`src/rtl/reg_file.sv`:
```
// Register file with two combinational read ports, one write port and a
// per-register pending scoreboard. Optional same-cycle write bypass: REGFILE_BYPASS_EN.
module reg_file #(
  parameter int unsigned WIDTH  = 32,
  parameter int unsigned ADDR_W = 5
) (
  input  logic                     clk,
  input  logic                     rst,
  input  logic [ADDR_W-1:0]        rs1_addr,
  input  logic [ADDR_W-1:0]        rs2_addr,
  output logic signed [WIDTH-1:0]  bus_a,
  output logic signed [WIDTH-1:0]  bus_b,
  input  logic                     reg_write,
  input  logic [ADDR_W-1:0]        rd_addr,
  input  logic [WIDTH-1:0]         wr_data,
  input  logic                     rsv_valid,
  input  logic [ADDR_W-1:0]        rsv_addr,
  output logic                     stall
);

  localparam int unsigned DEPTH = 2 ** ADDR_W;

  logic [WIDTH-1:0] regs [DEPTH];
  logic [DEPTH-1:0] pending;

  logic             wr_en;
  logic             rsv_en;
  logic [WIDTH-1:0] rd_a;
  logic [WIDTH-1:0] rd_b;
  logic             pend_a;
  logic             pend_b;

  assign wr_en  = reg_write && (rd_addr != '0);
  assign rsv_en = rsv_valid && (rsv_addr != '0);

  // Array and scoreboard update; the reservation is applied last so it wins a collision.
  always_ff @(posedge clk) begin
    if (rst) begin
      for (int unsigned i = 0; i < DEPTH; i++) begin
        regs[i] <= '0;
      end
      pending <= '0;
    end else begin
      if (wr_en) begin
        regs[rd_addr]    <= wr_data;
        pending[rd_addr] <= 1'b0;
      end
      if (rsv_en) begin
        pending[rsv_addr] <= 1'b1;
      end
    end
  end

  // Read ports and stall; x0 is forced to zero and never pending.
  always_comb begin
    rd_a   = regs[rs1_addr];
    rd_b   = regs[rs2_addr];
    pend_a = pending[rs1_addr];
    pend_b = pending[rs2_addr];
    if (rs1_addr == '0) begin
      rd_a   = '0;
      pend_a = 1'b0;
    end
    if (rs2_addr == '0) begin
      rd_b   = '0;
      pend_b = 1'b0;
    end
`ifdef REGFILE_BYPASS_EN
    // A source matching this cycle's write sees the new data and is no longer waiting.
    if (wr_en && (rs1_addr == rd_addr)) begin
      rd_a   = wr_data;
      pend_a = 1'b0;
    end
    if (wr_en && (rs2_addr == rd_addr)) begin
      rd_b   = wr_data;
      pend_b = 1'b0;
    end
`endif
  end

  assign bus_a = rd_a;
  assign bus_b = rd_b;
  assign stall = pend_a | pend_b;

endmodule

```
`config.mk`:
```
export PLATFORM = sky130hd
export DESIGN_NAME = reg_file
export DESIGN_NICKNAME = d
export VERILOG_FILES = /design/src/rtl/reg_file.sv
export SDC_FILE = /design/constraint.sdc
export NUM_CORES = 2
export LEC_CHECK = 0
export BUFFER_PORTS_ARGS = -buffer_cell sky130_fd_sc_hd__buf_2
export CAP_MARGIN = 5
export CORE_AREA = 2 2 357 324
export DETAILED_ROUTE_END_ITERATION = 16
export DIE_AREA = 0 0 359 326
export PLACE_DENSITY = 0.68
export SETUP_SLACK_MARGIN = 0.5
export SYNTH_ARGS = -nofsm -noshare
export SYNTH_HDL_FRONTEND = slang
export SYNTH_SLANG_ARGS = --single-unit
```
`constraint.sdc`:
```
create_clock -name clk -period 2.3 [get_ports clk]
set_input_delay 0.46 -clock clk [delete_from_list [all_inputs] [get_ports clk]]
set_output_delay 0.46 -clock clk [all_outputs]
set_load 0.02 [all_outputs]
```
==> flow_metrics.tcl <==
set metrics [dict create \
    outcome "complete, but fails checks" \
    violations "setup timing" \
    die_w_um 359 \
    ant_nets 0 \
    fin_crit_sh_pct 129 \
    synth_area_mm2 0.0562 \
    fin_total_pwr_mw 48.3 \
    drc 0 \
    cts-root-buf "clkbuf_16" \
    comb_power_share_pct 15.2 \
    grt_first_pass_wirelength_um 257000 \
    rsz0062_at_grt "yes" \
    dieArea_mm2 0.117 \
    grt_use_total_pct 30.8 \
    vdd_drop_max_mv 0.706 \
    reg2reg_to "pending[2]" \
    synth.area.top_cells "edfxtp_1, mux4_2, and2_1" \
    wirelength_um 180000 \
    nets 3940 \
    clock_latency_ps 710 \
    hpwl_um 113000 \
    io_pins 121 \
    io_buffers 120 \
    synthArstFlopShare_pct 0 \
    cts_tree "built" \
    htreeDepth 3 \
    synth_largest_area_cell "edfxtp_1" \
    clk_path_buf_depth 3 \
    core_area_mm2 0.114 \
    vias 35400 \
    crit_buf_inv 1 \
    critical-path-top-delay-family "multiplexers" \
    max_stage_delay_ps 490 \
    critPathMaxFanout 2 \
    hold_buffers 0 \
    yosysWarnings 0 \
    area_growth_pct 20.6 \
    final_cell_mix "edfxtp_1, and2_1, mux4_2" \
    fin_crit_ps 2960 \
    drive_above_1_share_pct 36.6 \
    cpMaxStageDelayCell "mux4_2" \
    end_kind "output pin" \
    grt_max_degree 48 \
    gp_congestion 0.898 \
    fp.dieH_um 326 \
    synth_edf_count 1024 \
    yosys_register_bits 1056 \
    max_freq_ghz 0.337 \
    postSynthCellCount 3587 \
    worstMarginPinSlew_ps 1320 \
    r2r_slack_ps 1590 \
    clkPwrFrac_pct 37.8 \
    clk_pin_slew_worst_paths_ps 60 \
    syn_area_per_cell_um2 15.7 \
    holdPathStages 3 \
    worst_slack_ps -665 \
    cp.required_ps 1840 \
    power_density_mw_per_mm2 712 \
    wire_per_inst_um 32.8 \
    cts_made_buffers 109 \
    dp_slack_ps -776 \
    drt_pass1_iterations 6 \
    hold_path_end "pending[3]" \
    leakagePower_nw 23.9 \
    cap_violations 0 \
    synth_cell_types 47 \
    cp-start-kind "register" \
    swShare_pct 25.2 \
    slew_viol_final 0 \
    rows 118 \
    crit_chain "mux4_2, mux2i_2, o22a_2, o221ai_4, buf_6" \
    ff2ff_path_depth 1 \
    hold_viol 0 \
    overflow 0 \
    setup_viol 65 \
    yosysSeqAreaShare_pct 55.9 \
    grt_pass1_vias 36200 \
    final_common_cell "edfxtp_1" \
    hold_path_class "in -> reg" \
    synth_ff_type "edfxtp_1" \
    finalClockSkew_ps 0 \
    antenna_found_initial 21 \
    min_from "rsv_addr[1]" \
    clock_sinks 1056 \
    internal-power_mw 36.1 \
    relSlewSlack_pct 11.9 \
    via_per_inst 6.46 \
    netlist.area_leader.share_pct 54.7 \
    start_util_pct 49.4 \
    pwr-share-seq_pct 47.0 \
    drt-initial-drc-count 4447 \
    critPathKind "reg -> out" \
    cp.arrival_ps 2500 \
    r2r_start "pending[2]" \
    power_switching_mw 12.2 \
]
-- stage by stage --
stage / instances / hold WS (ps) / utilization [%] / TNS (ps) / area [um^2]
2_1_floorplan: 3618 / 452 / - / 0 / 57300
3_3_place_gp: 5250 / 470 / 55.1 / -40420 / 62700
3_5_place_dp: 5250 / 475 / 55.1 / -41990 / 62700
4_1_cts: 5475 / 13.3 / 59.4 / -36420 / 67700
5_1_grt: 5479 / 52.1 / 59.5 / -38150 / 67800
6_report: 5482 / 63.3 / 59.5 / -34210 / 67800
-- cell families (layout without fill, tap and decap cells) --
kind of cell | Yosys count | count (layout) | share of synthesized area, %
flops | 1056 | 1056 | 55.9
mux | 786 | 786 | 25.6
compound gates | 202 | 202 | 2.89
simple gates | 1129 | 1129 | 12.3
buf+inv | 413 | 770 | 3.32
other cells | 1 | 39 | 0.00667
-- power groups by stage --
stage	clock (mW)	sequential (mW)	combinational, mW
finish	18.3	22.7	7.33
global route	19.1	22.8	7.57
CTS	18.4	22.7	7.23
detailed placement	0	23.1	6.66
global placement	0	23.0	6.62
floorplan	0	22.8	4.05
-- routing by layer --
layer / part of all wire (%) / up-vias / global-route usage, %
met4: 4.5 / 18 / 12.5
met1: 37 / 18300 / 41.7
li1: - / 14500 / -
met2: 47 / 2207 / 49.0
met5: 0.063 / - / 0
met3: 11 / 395 / 6.40
-- layout make-up --
type / instances / area, um^2
inverter: 34 / 128
antenna: 7 / 17.5
sequential: 1056 / 31400
clock buffer: 130 / 2830
clock inverter: 72 / 796
fill: 8347 / 46100
tap: 1500 / 1880
timing repair buffer: 534 / 6150
multi-input combinational: 2149 / 24600
-- synth_stat cells (16+ instances only) --
library cell	n
inv_1	34
and2_1	995
o221ai_1	64
nand2_1	28
mux4_2	520
a21o_1	27
dfxtp_1	32
buf_2	96
o22ai_1	16
nor2_1	39
mux2i_1	264
buf_4	31
edfxtp_1	1024
o22a_1	64
clkbuf_1	231
-- flip-flops by register name, indices dropped and copies added, names as in the netlist --
signal / flops
pending: 32
regs: 1024
-- worst max path at each step --
stage	slack [ps]	to	cells past startpoint	from
floorplan	130	bus_a[10]	6	rs1_addr[1]
global placement	-790	bus_b[19]	8	rs2_addr[0]
detailed placement	-780	bus_b[19]	8	rs2_addr[0]
CTS	-670	bus_b[28]	5	regs[11][28]
global route	-710	bus_b[28]	5	regs[11][28]
finish	-660	bus_b[28]	5	regs[3][28]
-- what timing repair did --
action / in CTS / in global routing
pin swaps: 49 / 18
endpoints found under the setup margin: 65 / 65
gates cloned: 6 / 0
gates resized for setup: 223 / 25
setup buffers: 17 / 0
hold endpoints to repair: 0 / 0
(Power assumes the default switching activity.)
